==> config.mk <==
export PLATFORM = sky130hd
export DESIGN_NAME = request_unit
export DESIGN_NICKNAME = d
export VERILOG_FILES = /design/src/rtl/request_unit.sv
export SDC_FILE = /design/constraint.sdc
export NUM_CORES = 1
export LEC_CHECK = 0
export CORE_AREA = 2 2 141 143
export DETAILED_ROUTE_END_ITERATION = 6
export DIE_AREA = 0 0 143 145
export GPL_ROUTABILITY_DRIVEN = 0
export PLACE_DENSITY = 0.8
export SYNTH_ARGS = -nofsm -noshare
export SYNTH_HDL_FRONTEND = slang
export SYNTH_SLANG_ARGS = --single-unit
==> constraint.sdc <==
create_clock -name clk -period 3.8 [get_ports clk]
set_clock_uncertainty 0.1 [all_clocks]
set_input_delay 0.57 -clock clk [delete_from_list [all_inputs] [get_ports clk]]
set_output_delay 0.57 -clock clk [all_outputs]
set_load 0.01 [all_outputs]
==> src/rtl/request_unit.sv <==
// request_unit: multi-cycle fetch / execute / memory sequencer with one outstanding request.
// Optional performance counters are enabled by defining REQUEST_UNIT_PERF_EN.
`timescale 1ns/1ps
module request_unit #(
  parameter logic [31:0] RESET_PC = 32'h0000_0000
) (
  input  logic        clk,
  input  logic        n_rst,
  input  logic        ihit,
  input  logic [31:0] iload,
  input  logic        dhit,
  input  logic [31:0] dload,
  input  logic        MemRd,
  input  logic        MemWr,
  input  logic        Halt,
  input  logic [31:0] alu_addr,
  input  logic [31:0] store_data,
  input  logic [31:0] next_pc,
  output logic        iREN,
  output logic [31:0] iaddr,
  output logic        dREN,
  output logic        dWEN,
  output logic [31:0] daddr,
  output logic [31:0] dstore,
  output logic [31:0] Instr,
  output logic        exec,
  output logic [31:0] load_data,
  output logic        load_valid,
  output logic [31:0] pc,
  output logic        halted,
`ifdef REQUEST_UNIT_PERF_EN
  output logic [31:0] instr_count,
  output logic [31:0] stall_count,
`endif
  output logic [1:0]  dbg_state_o
);

  typedef enum logic [1:0] {
    FETCH  = 2'd0,
    EXEC   = 2'd1,
    MEM    = 2'd2,
    HALTED = 2'd3
  } state_t;

  state_t      state_q;
  logic        is_write_q;
  logic [31:0] pc_q;
  logic [31:0] instr_q;
  logic [31:0] daddr_q;
  logic [31:0] dstore_q;
  logic [31:0] npc_q;
  logic [31:0] load_data_q;
  logic        load_valid_q;

  // Handshake: a request (iREN, dREN or dWEN) is held with a stable address
  // until the matching hit; hits are ignored when their request is low.
  always_ff @(posedge clk) begin
    if (n_rst) begin
      state_q      <= FETCH;
      is_write_q   <= 1'b0;
      pc_q         <= RESET_PC;
      instr_q      <= 32'h0;
      daddr_q      <= 32'h0;
      dstore_q     <= 32'h0;
      npc_q        <= 32'h0;
      load_data_q  <= 32'h0;
      load_valid_q <= 1'b0;
    end else begin
      load_valid_q <= 1'b0;
      case (state_q)
        FETCH: begin
          if (ihit) begin
            instr_q <= iload;
            state_q <= EXEC;
          end
        end
        EXEC: begin
          if (Halt) begin
            state_q <= HALTED;
          end else if (MemWr) begin
            // MemRd alongside MemWr is deliberately treated as a plain write
            is_write_q <= 1'b1;
            daddr_q    <= alu_addr;
            dstore_q   <= store_data;
            npc_q      <= next_pc;
            state_q    <= MEM;
          end else if (MemRd) begin
            is_write_q <= 1'b0;
            daddr_q    <= alu_addr;
            npc_q      <= next_pc;
            state_q    <= MEM;
          end else begin
            pc_q    <= next_pc;
            state_q <= FETCH;
          end
        end
        MEM: begin
          if (dhit) begin
            pc_q    <= npc_q;
            state_q <= FETCH;
            if (!is_write_q) begin
              load_data_q  <= dload;
              load_valid_q <= 1'b1;
            end
          end
        end
        HALTED: begin
          state_q <= HALTED;
        end
        default: state_q <= FETCH;
      endcase
    end
  end

`ifdef REQUEST_UNIT_PERF_EN
  logic [31:0] instr_count_q;
  logic [31:0] stall_count_q;

  always_ff @(posedge clk) begin
    if (n_rst) begin
      instr_count_q <= 32'h0;
      stall_count_q <= 32'h0;
    end else begin
      if (state_q == EXEC) begin
        instr_count_q <= instr_count_q + 32'd1;
      end
      if ((state_q == FETCH && !ihit) || (state_q == MEM && !dhit)) begin
        stall_count_q <= stall_count_q + 32'd1;
      end
    end
  end

  assign instr_count = instr_count_q;
  assign stall_count = stall_count_q;
`endif

  // Every output is a register or a decode of state_q, so no hit input
  // reaches an output combinationally.
  assign iREN        = (state_q == FETCH);
  assign exec        = (state_q == EXEC);
  assign dREN        = (state_q == MEM) && !is_write_q;
  assign dWEN        = (state_q == MEM) && is_write_q;
  assign halted      = (state_q == HALTED);
  assign iaddr       = pc_q;
  assign pc          = pc_q;
  assign Instr       = instr_q;
  assign daddr       = daddr_q;
  assign dstore      = dstore_q;
  assign load_data   = load_data_q;
  assign load_valid  = load_valid_q;
  assign dbg_state_o = state_q;

endmodule

## After elaboration in Yosys (flattened, before gate mapping)

Cells that the tools add are included.

| cells by class | value |
|---|---|
| equal/unequal tests | 8 |
| mux-type cells | 18 |
| bitwise gates (word level) | 4 |
| reductions and logical operators | 13 |

Operators with widths:

| operator | count |
|---|---|
| 32-bit two-way mux | 8 |
| 32-bit one-hot mux with 2 select lines | 1 |
| 2-bit two-way mux | 5 |
| 2-bit != test, second input constant | 5 |
| 3-bit AND reduction | 3 |
| 2-bit one-hot mux with 4 select lines | 1 |
| 5-bit AND reduction | 1 |
| 2-bit == test, second input constant | 2 |
| 1-bit inverter | 4 |
| 2-bit AND reduction | 2 |
| 2-bit nonzero test | 2 |
| 1-bit two-way mux | 3 |
| 3-bit OR reduction | 1 |
| 2-bit by 1-bit == test with 1-bit output, second input constant | 1 |
| 1-bit logical AND | 2 |
| 2-bit logical NOT | 1 |
| 1-bit logical NOT | 1 |

| storage, ports and cells | value |
|---|---|
| register bits | 196 |
| output and inout bits | 200 |
| word-level logic and storage cells | 52 |

## Longest topological paths before layout

Gate-level depths: netlist of run 1.

| depth | value |
|---|---|
| depth after elaboration | 4 |
| mapped depth | 6 |
| depth with buffers taken out | 3 |

## Worst setup path after synthesis of run 1

Ideal clock, no wire load.

| timing | value |
|---|---|
| path type | reg2out |
| start | register state_q[1] (netlist: dbg_state_o[1]) |
| end | output dREN |
| arrival time | 1325 ps |
| data required time | 3130 ps |
| path slack | 1805 ps |
| cell stages (with the launch flop) | 6 |
| path buffers | 3 |
| path through | dfxtp_1 buf_6 or2b_2 buf_6 buf_8 nor2_1 |

| between the ends | value |
|---|---|
| cells in the longest elaborated chain, start to end | 2 |

Ends and longest elaborated chain:

| what | RTL line | RTL |
|---|---|---|
| start, declared | 45 | `state_t state_q;` |
| start signal, assigned | 59 | `state_q <= FETCH;` |
| start signal, assigned | 74 | `state_q <= EXEC;` |
| start signal, assigned | 79 | `state_q <= HALTED;` |
| 2-bit == test | 141 | `assign dREN = (state_q == MEM) && !is_write_q;` |
| 1-bit logical AND | 141 |  |
| end, declared | 21 | `output logic dREN,` |

No other way between the ends.

## Final worst setup path of run 1

Same ends and word-level chain as after synthesis.

==> results of run 1 <==
[final timing paths]
path | to | from | depth (start not counted) | slack [ps]
setup / recovery | dREN | dbg_state_o[1] | 3 | 970
hold / removal | dstore[9] | dstore[9] | 2 | 350
hold reg to reg | dstore[9] | dstore[9] | 2 | 350
setup reg to reg | iaddr[15] | dbg_state_o[1] | 4 | 1420
[sequential cells by signal, indices dropped and copies added (netlist names)]
signal       count
daddr           32
Instr           32
iaddr           32
load_data       32
npc_q           32
is_write_q       1
dbg_state_o      2
load_valid       1
dstore          32
[cell type report]
class | count | area [µm²] | area share (%)
inverters | 3 | 11.3 | 0.0954
repair buffers | 378 | 3780 | 32.0
multi-input cells | 569 | 3200 | 27.1
well taps | 265 | 332 | 2.81
clock inverters | 12 | 113 | 0.954
clock buffers | 19 | 453 | 3.84
flip-flops and latches | 196 | 3920 | 33.2
[placed cells by master (no fill, tap or decap), drive strengths merged]
cell type and instances:
a211oi 64, a21o 1, a21oi 131, and2 1, and3b 1, and4bb 2, buf 13, clkbuf 19
clkdlybuf4s50 365, clkinv 2, clkinvlp 2, dfxtp 196, inv 11, mux2i 64, nand2 128, nand3 64
nand4bb 2, nor2 37, nor2b 1, nor3b 2, o21ai 68, or2 1, or2b 1, or3b 1
[critical path: stages (launching register included)]
cell and delay, ps:
dfxtp_1 720, or2b_2 370, nor2_1 110, clkdlybuf4s50_1 550
[through the flow]
step	std cells	total power [mW]
final	1442	4.72
after global routing	1442	4.91
after CTS	1442	4.76
after detailed placement	1411	3.02
after global placement	1411	3.00
after floorplan	889	2.61
[per-layer routing]
layer  track usage, %  vias up
met4             5.69        0
met5                0        -
li1                 -     3602
met1             27.2     3422
met3             6.44       24
met2             40.6      240
[report_power, final]
part           internal (mW)  switching, mW
logic                  0.430          0.338
clock network          0.900          0.848
registers               2.14         0.0618
[kinds of logic after synthesis]
family	share of synthesized area (%)
simple gates	13.6
flops	50.2
mux	8.20
buf+inv	9.03
compound gates	19.0
==> flow_metrics.py, run 1 <==
metrics = {
    "placement": {
        "placed_area_mm2": 0.0112,
        "dp_slack_ps": 1150,
        "io_buffer_count": 366,
        "dp_hpwl_um": 16500,
    },
    "layout": {
        "antenna_cells": 0,
        "utilization_pct": 61.5,
        "final_area_mm2": 0.0118,
        "fillers": 1669,
        "syn_to_final_growth_pct": 51.1,
        "drive_above_1_share_pct": 4.50,
        "num-nets-final": 1332,
    },
    "global_route": {
        "grt_usage_pct": 23.0,
        "grt.overflow.total": 0,
        "grt_pass1_wl_um": 38000,
        "antenna_found_initial": 0,
        "grt_max_degree": 101,
        "grt_pass1_vias": 7065,
    },
    "timing": {
        "fin_tns_setup_ps": 0,
        "max_freq_mhz": 353,
        "fin_crit_ps": 2830,
        "whs_ps": 354,
        "fin_ws_ps": 967,
        "drv_slew": 0,
        "slew_headroom_pct": 46.3,
        "setup_viol": 0,
        "tightest_slew_ps": 805,
        "grt_setup_unrepaired": "no",
        "finalHoldViolCount": 0,
        "finalCritPeriodShare_pct": 74.5,
    },
    "synth": {
        "synth_common_cells": "dfxtp_1, a21oi_1, nand2_1",
        "yosys_warnings": 0,
        "synth_area_leaders": "dfxtp_1, a21oi_1, mux2i_1",
        "synthArstFlopShare_pct": 0,
        "syn_nets": 1056,
        "synth_edf_count": 0,
        "synth_ff_type": "dfxtp_1",
        "ys_seq_area_share_pct": 50.2,
        "synth_seq_cells": 196,
        "netlist_area_mm2": 0.00781,
        "syn_area_per_cell_um2": 8.79,
        "syn_inst": 889,
        "synth.most_common_cell": "dfxtp_1",
        "synth_top_area_share_pct": 50.2,
        "yosysUniqueCellTypes": 28,
        "yosysTopAreaCell": "dfxtp_1",
    },
    "die": {
        "start_util_pct": 40.7,
        "fp.dieW_um": 143,
        "fp.dieH_um": 145,
        "rows": 51,
        "core_mm2": 0.0192,
        "ios": 367,
        "dieArea_mm2": 0.0207,
    },
    "drt": {
        "wl_per_cell_um": 16.9,
        "finalWirelength_um": 24300,
        "top_layer": "met4",
        "routed_via_density": 5.05,
        "postRouteAntennaNets": 0,
        "vias": 7288,
        "met1Wirelength_um": 9750,
        "met2_length_um": 12600,
        "drcViolationCount": 0,
        "drtPass1Iterations": 4,
        "met3WireLength_um": 1630,
        "drt_iter0_drc": 339,
    },
    "clock_tree": {
        "postCtsHoldBufs": 0,
        "cts.sinks": 196,
        "h-tree-depth": 4,
        "post_cts_buffers": 0,
        "clk_latency_ps": 420,
        "cts.clk_slew.worst_paths_ps": 70,
        "cts-root-buf": "clkbuf_16",
        "cts_buffers": 17,
        "post_cts_resized": 0,
        "cts_tree": "done",
        "cts_max_path_buffers": 2,
    },
    "worst_setup_path": {
        "cp.arrival_ps": 2160,
        "cp_data_required_time_ps": 3130,
        "cp-end-kind": "output port",
        "cp-start-kind": "flip-flop",
        "crit_path_max_fanout": 15,
        "critPathKind": "flip-flop to output port",
    },
    "flow_run": {
        "maxCapViolations": 0,
    },
    "power_and_ir_drop": {
        "leakage_nw": 4.19,
        "peakVddDrop_mv": 0.297,
        "power_density_mw_per_mm2": 400,
    },
    "run_status": {
        "status": "completed",
    },
    "worst_hold_path": {
        "min_path_type": "flip-flop to flip-flop",
    },
}
Note: power is estimated with default switching activity, not from simulation.
==> run 2, diff against run 1 <==
Settings changed: CORE_AREA 2 2 141 143 to unset, CORE_MARGIN set to 2, CORE_UTILIZATION set to 41, DIE_AREA 0 0 143 145 to unset.
Clock period 3.8 ns to 2.9 ns, I/O delays scaled along.
==> run 2 against run 1 <==
Compared with the run above: die area is 2.7% lower; wire length is 0.51% higher; utilization grew 2.1 points; sequential power up 30%; critical endpoint unchanged; via count is 1.9% higher; final cell count shrank 1.3%; setup slack got worse by 580 ps; critical path type unchanged; largest power group unchanged; first-iteration DRC count is 27% higher.
==> flow_metrics.py, run 2 (synthesized netlist as in run 1, its figures left out) <==
metrics = {
    "run_status": {
        "status": "completed",
    },
    "placement": {
        "dp_slack_ps": 517,
        "io_buffer_count": 366,
        "dp_hpwl_um": 16600,
    },
    "layout": {
        "final_common_cell": "clkdlybuf4s50_1",
        "syn_to_final_growth_pct": 52.3,
        "multiInputGateArea_mm2": 0.00320,
        "seq_area_mm2": 0.00392,
        "drive_above_1_share_pct": 5.38,
        "fillers": 1597,
        "final_cell_mix": "clkdlybuf4s50_1, dfxtp_1, a21oi_1",
        "num-nets-final": 1343,
        "antenna_cells": 0,
    },
    "worst_setup_path": {
        "r2r_start": "dbg_state_o[0]",
        "crit_path_start": "dbg_state_o[1]",
        "r2r_cells": 5,
        "cp-start-kind": "flip-flop",
        "rr_endpoint": "daddr[11]",
        "cp-end-kind": "output port",
        "cp.arrival_ps": 1970,
        "crit_path_max_fanout": 14,
        "rrSetupSlack_ps": 950,
        "cp_data_required_time_ps": 2370,
        "critPathKind": "flip-flop to output port",
    },
    "global_route": {
        "grt_max_degree": 87,
        "grt_pass1_wl_um": 37000,
        "antenna_found_initial": 0,
        "grt.overflow.total": 0,
        "grt_usage_pct": 23.0,
        "grt_pass1_vias": 6942,
    },
    "timing": {
        "setup_viol": 0,
        "max_freq_mhz": 399,
        "grt_setup_unrepaired": "no",
        "finalCritPeriodShare_pct": 86.5,
        "drv_slew": 0,
        "fin_crit_ps": 2510,
        "tightest_slew_ps": 721,
        "finalHoldViolCount": 0,
        "slew_headroom_pct": 51.9,
        "fin_tns_setup_ps": 0,
        "fin_ws_ps": 391,
    },
    "clock_tree": {
        "cts_tree": "done",
        "clk_latency_ps": 420,
        "cts.clk_slew.worst_paths_ps": 70,
        "cts_buffers": 17,
        "h-tree-depth": 4,
        "cts.sinks": 196,
        "post_cts_resized": 0,
        "cts_max_path_buffers": 2,
        "postCtsHoldBufs": 0,
        "post_cts_buffers": 0,
        "cts-root-buf": "clkbuf_16",
    },
    "power_and_ir_drop": {
        "p_clk_share_pct": 37.6,
        "seq_power_share_pct": 45.8,
        "combPwrFrac_pct": 16.6,
        "leakage_nw": 4.26,
        "p_int_mw": 4.62,
        "swShare_pct": 26.2,
        "peakVddDrop_mv": 0.377,
        "fin_total_pwr_mw": 6.27,
        "power_density_mw_per_mm2": 527,
        "p_sw_mw": 1.65,
    },
    "die": {
        "fp.dieW_um": 142,
        "rows": 50,
        "dieArea_mm2": 0.0202,
        "ios": 367,
        "start_util_pct": 41.8,
        "fp.dieH_um": 142,
        "core_mm2": 0.0187,
    },
    "drt": {
        "vias": 7428,
        "postRouteAntennaNets": 0,
        "routed_via_density": 5.22,
        "wl_per_cell_um": 17.2,
        "drt_iter0_drc": 429,
        "drcViolationCount": 0,
        "drtPass1Iterations": 5,
        "finalWirelength_um": 24500,
    },
    "worst_hold_path": {
        "hold_depth": 2,
        "min_path_type": "flip-flop to flip-flop",
        "hold_end": "load_data[21]",
        "min-delay-start": "load_data[21]",
    },
    "flow_run": {
        "maxCapViolations": 0,
    },
}
==> run 2: layout make-up <==
type | count | share of cell area (%)
Inverter | 3 | 0.0946
Timing Repair Buffer | 389 | 32.7
Clock buffer | 19 | 3.72
Tap cell | 234 | 2.46
Clock inverter | 13 | 1.21
Multi-Input combinational cell | 569 | 26.9
Sequential cell | 196 | 33.0
==> run 2: power groups by stage <==
stage | Combinational [mW] | Clock (mW) | Sequential, mW
2_1_floorplan | 0.445 | 0 | 2.97
3_3_place_gp | 1.03 | 0 | 2.93
3_5_place_dp | 1.04 | 0 | 2.94
4_1_cts | 1.04 | 2.40 | 2.87
5_1_grt | 1.11 | 2.51 | 2.89
6_report | 1.04 | 2.36 | 2.87
==> run 2: worst max-delay path by stage <==
stage,to,slack (ps),cells after the start
after floorplan,dREN,1040,5
after global placement,daddr[24],580,5
after detailed placement,daddr[11],520,5
after CTS,dREN,380,3
after global routing,dREN,290,3
final,dREN,390,3
==> run 2: through the flow <==
step	hold WS (ps)	util, %	std cells	cell area, µm²
CTS	334	63.6	1423	11900
global placement	340	60.5	1391	11300
floorplan	353	-	889	7810
global route	369	63.6	1423	11900
finish	353	63.6	1423	11900
detailed placement	346	60.5	1391	11300
==> run 2: routing by layer <==
layer,track usage (%),wire length (µm),share of wire [%]
met5,0,0,0
met4,9.32,742,3.0
met3,6.63,1900,7.8
met2,37.5,11900,49
met1,28.7,9950,41
==> run 2: critical path: stages, from the launching register on <==
cell and delay (ps):
dfxtp_1 330, or2b_2 490, nor2_1 160, clkdlybuf4s50_1 580
==> run 3, diff against run 2 <==
Settings changed: CORE_AREA set to 2 2 142 144, CORE_MARGIN 2 to unset, CORE_UTILIZATION 41 to unset, DIE_AREA set to 0 0 144 146, DONT_BUFFER_PORTS set to 1, PLACE_DENSITY 0.8 to 0.54.
==> run 3 against run 2 <==
Compared with the run above: final cell count is 20% lower; clock power up 2%; register-to-register slack worse by 600 ps; critical path depth increased by 4; utilization down 18 points; critical path type is now flip-flop to flip-flop; critical endpoint is now iaddr[19]; largest power group unchanged; highest routed layer unchanged.
==> flow_metrics.py, run 3 (synthesized netlist as in run 1, its figures left out) <==
metrics = {
    "timing": {
        "finalCritPeriodShare_pct": 88.1,
        "max_freq_mhz": 392,
        "finalHoldViolCount": 0,
        "fin_crit_ps": 2550,
        "setup_viol": 0,
        "fin_tns_setup_ps": 0,
        "slew_headroom_pct": 20.8,
        "tightest_slew_ps": 1190,
        "grt_setup_unrepaired": "no",
        "drv_slew": 0,
        "whs_ps": 28.0,
    },
    "run_status": {
        "status": "completed",
    },
    "layout": {
        "num-nets-final": 1025,
        "fillers": 1926,
        "final_cell_mix": "dfxtp_1, a21oi_1, nand2_1",
        "syn_to_final_growth_pct": 12.1,
        "final_common_cell": "dfxtp_1",
        "antenna_cells": 0,
        "utilization_pct": 45.3,
        "final_area_mm2": 0.00876,
        "drive_above_1_share_pct": 6.31,
    },
    "clock_tree": {
        "post_cts_buffers": 0,
        "postCtsHoldBufs": 57,
        "cts_tree": "done",
        "cts_max_path_buffers": 2,
        "cts_buffers": 17,
        "post_cts_resized": 0,
        "clk_latency_ps": 430,
        "h-tree-depth": 4,
        "cts.sinks": 196,
        "cts-root-buf": "clkbuf_16",
        "cts.clk_slew.worst_paths_ps": 70,
    },
    "global_route": {
        "grt_usage_pct": 20.8,
        "grt_pass1_vias": 6194,
        "antenna_found_initial": 0,
        "grt.overflow.total": 0,
        "grt_pass1_wl_um": 34300,
        "grt_max_degree": 129,
    },
    "worst_setup_path": {
        "critPathKind": "flip-flop to flip-flop",
        "cp-end-kind": "flip-flop",
        "cp_data_required_time_ps": 3120,
        "crit_path_max_fanout": 52,
        "cp.arrival_ps": 2770,
        "cp-start-kind": "flip-flop",
    },
    "die": {
        "ios": 367,
        "rows": 51,
        "core_mm2": 0.0193,
        "fp.dieW_um": 144,
        "fp.dieH_um": 146,
        "start_util_pct": 40.4,
        "dieArea_mm2": 0.0210,
    },
    "drt": {
        "routed_via_density": 5.44,
        "finalWirelength_um": 22300,
        "wl_per_cell_um": 19.6,
        "drcViolationCount": 0,
        "drtPass1Iterations": 5,
        "drt_iter0_drc": 301,
        "postRouteAntennaNets": 0,
        "vias": 6177,
    },
    "power_and_ir_drop": {
        "peakVddDrop_mv": 0.393,
        "leakage_nw": 3.26,
        "power_density_mw_per_mm2": 667,
    },
    "worst_hold_path": {
        "min_path_type": "input port to flip-flop",
    },
    "placement": {
        "dp_hpwl_um": 13500,
        "placed_area_mm2": 0.00758,
        "io_buffer_count": 0,
    },
    "flow_run": {
        "maxCapViolations": 0,
    },
}
==> run 3: path summary, 6_finish.rpt <==
| kind | slack [ps] | to | depth (start not counted) | from |
|---|---|---|---|---|
| min reg2reg | 380 | npc_q[4] | 2 | npc_q[4] |
| min | 30 | dstore[1] | 2 | store_data[1] |
| max | 350 | iaddr[19] | 7 | dbg_state_o[1] |
| max reg2reg | 350 | iaddr[19] | 7 | dbg_state_o[1] |
==> run 3: metal layers <==
metal | wire length [µm] | part of all wire [%] | up-vias | global-route usage, %
met1 | 8960 | 40 | 2926 | 25.4
li1 | - | - | 2983 | -
met3 | 2190 | 9.8 | 25 | 8.13
met5 | 0 | 0 | - | 0
met4 | 365 | 1.6 | 0 | 6.76
met2 | 10800 | 48 | 243 | 33.5
==> run 3: critical path, stage by stage, from the launching register on <==
cell	delay [ps]
dfxtp_1	360
buf_4	210
nor3b_4	260
buf_12	280
a21o_1	150
buf_4	360
a211oi_1	130
dlygate4sd3_1	580
==> run 3: through the flow <==
| step | total power [mW] | std cells | setup slack (ps) |
|---|---|---|---|
| 2_1_floorplan | 3.42 | 889 | 1040 |
| 3_3_place_gp | 3.43 | 1047 | 873 |
| 3_5_place_dp | 3.43 | 1047 | 805 |
| 4_1_cts | 5.91 | 1136 | 350 |
| 5_1_grt | 6.10 | 1136 | 215 |
| 6_report | 5.85 | 1136 | 346 |
==> run 3: final cells by class <==
| class | count | area, µm² | area share (%) |
|---|---|---|---|
| Sequential cell | 196 | 3920 | 44.8 |
| Multi-Input combinational cell | 569 | 3200 | 36.5 |
| Timing Repair Buffer | 71 | 706 | 8.05 |
| Clock buffer | 18 | 429 | 4.90 |
| Tap cell | 265 | 332 | 3.78 |
| Clock inverter | 14 | 163 | 1.86 |
| Inverter | 3 | 11.3 | 0.129 |
==> run 3: report_power, final <==
group          internal, mW  switching, mW  leakage, nW
combinational         0.205          0.286         1.38
clock                  1.23           1.17        0.292
sequential             2.80          0.149         1.59
total                  4.24           1.60         3.26
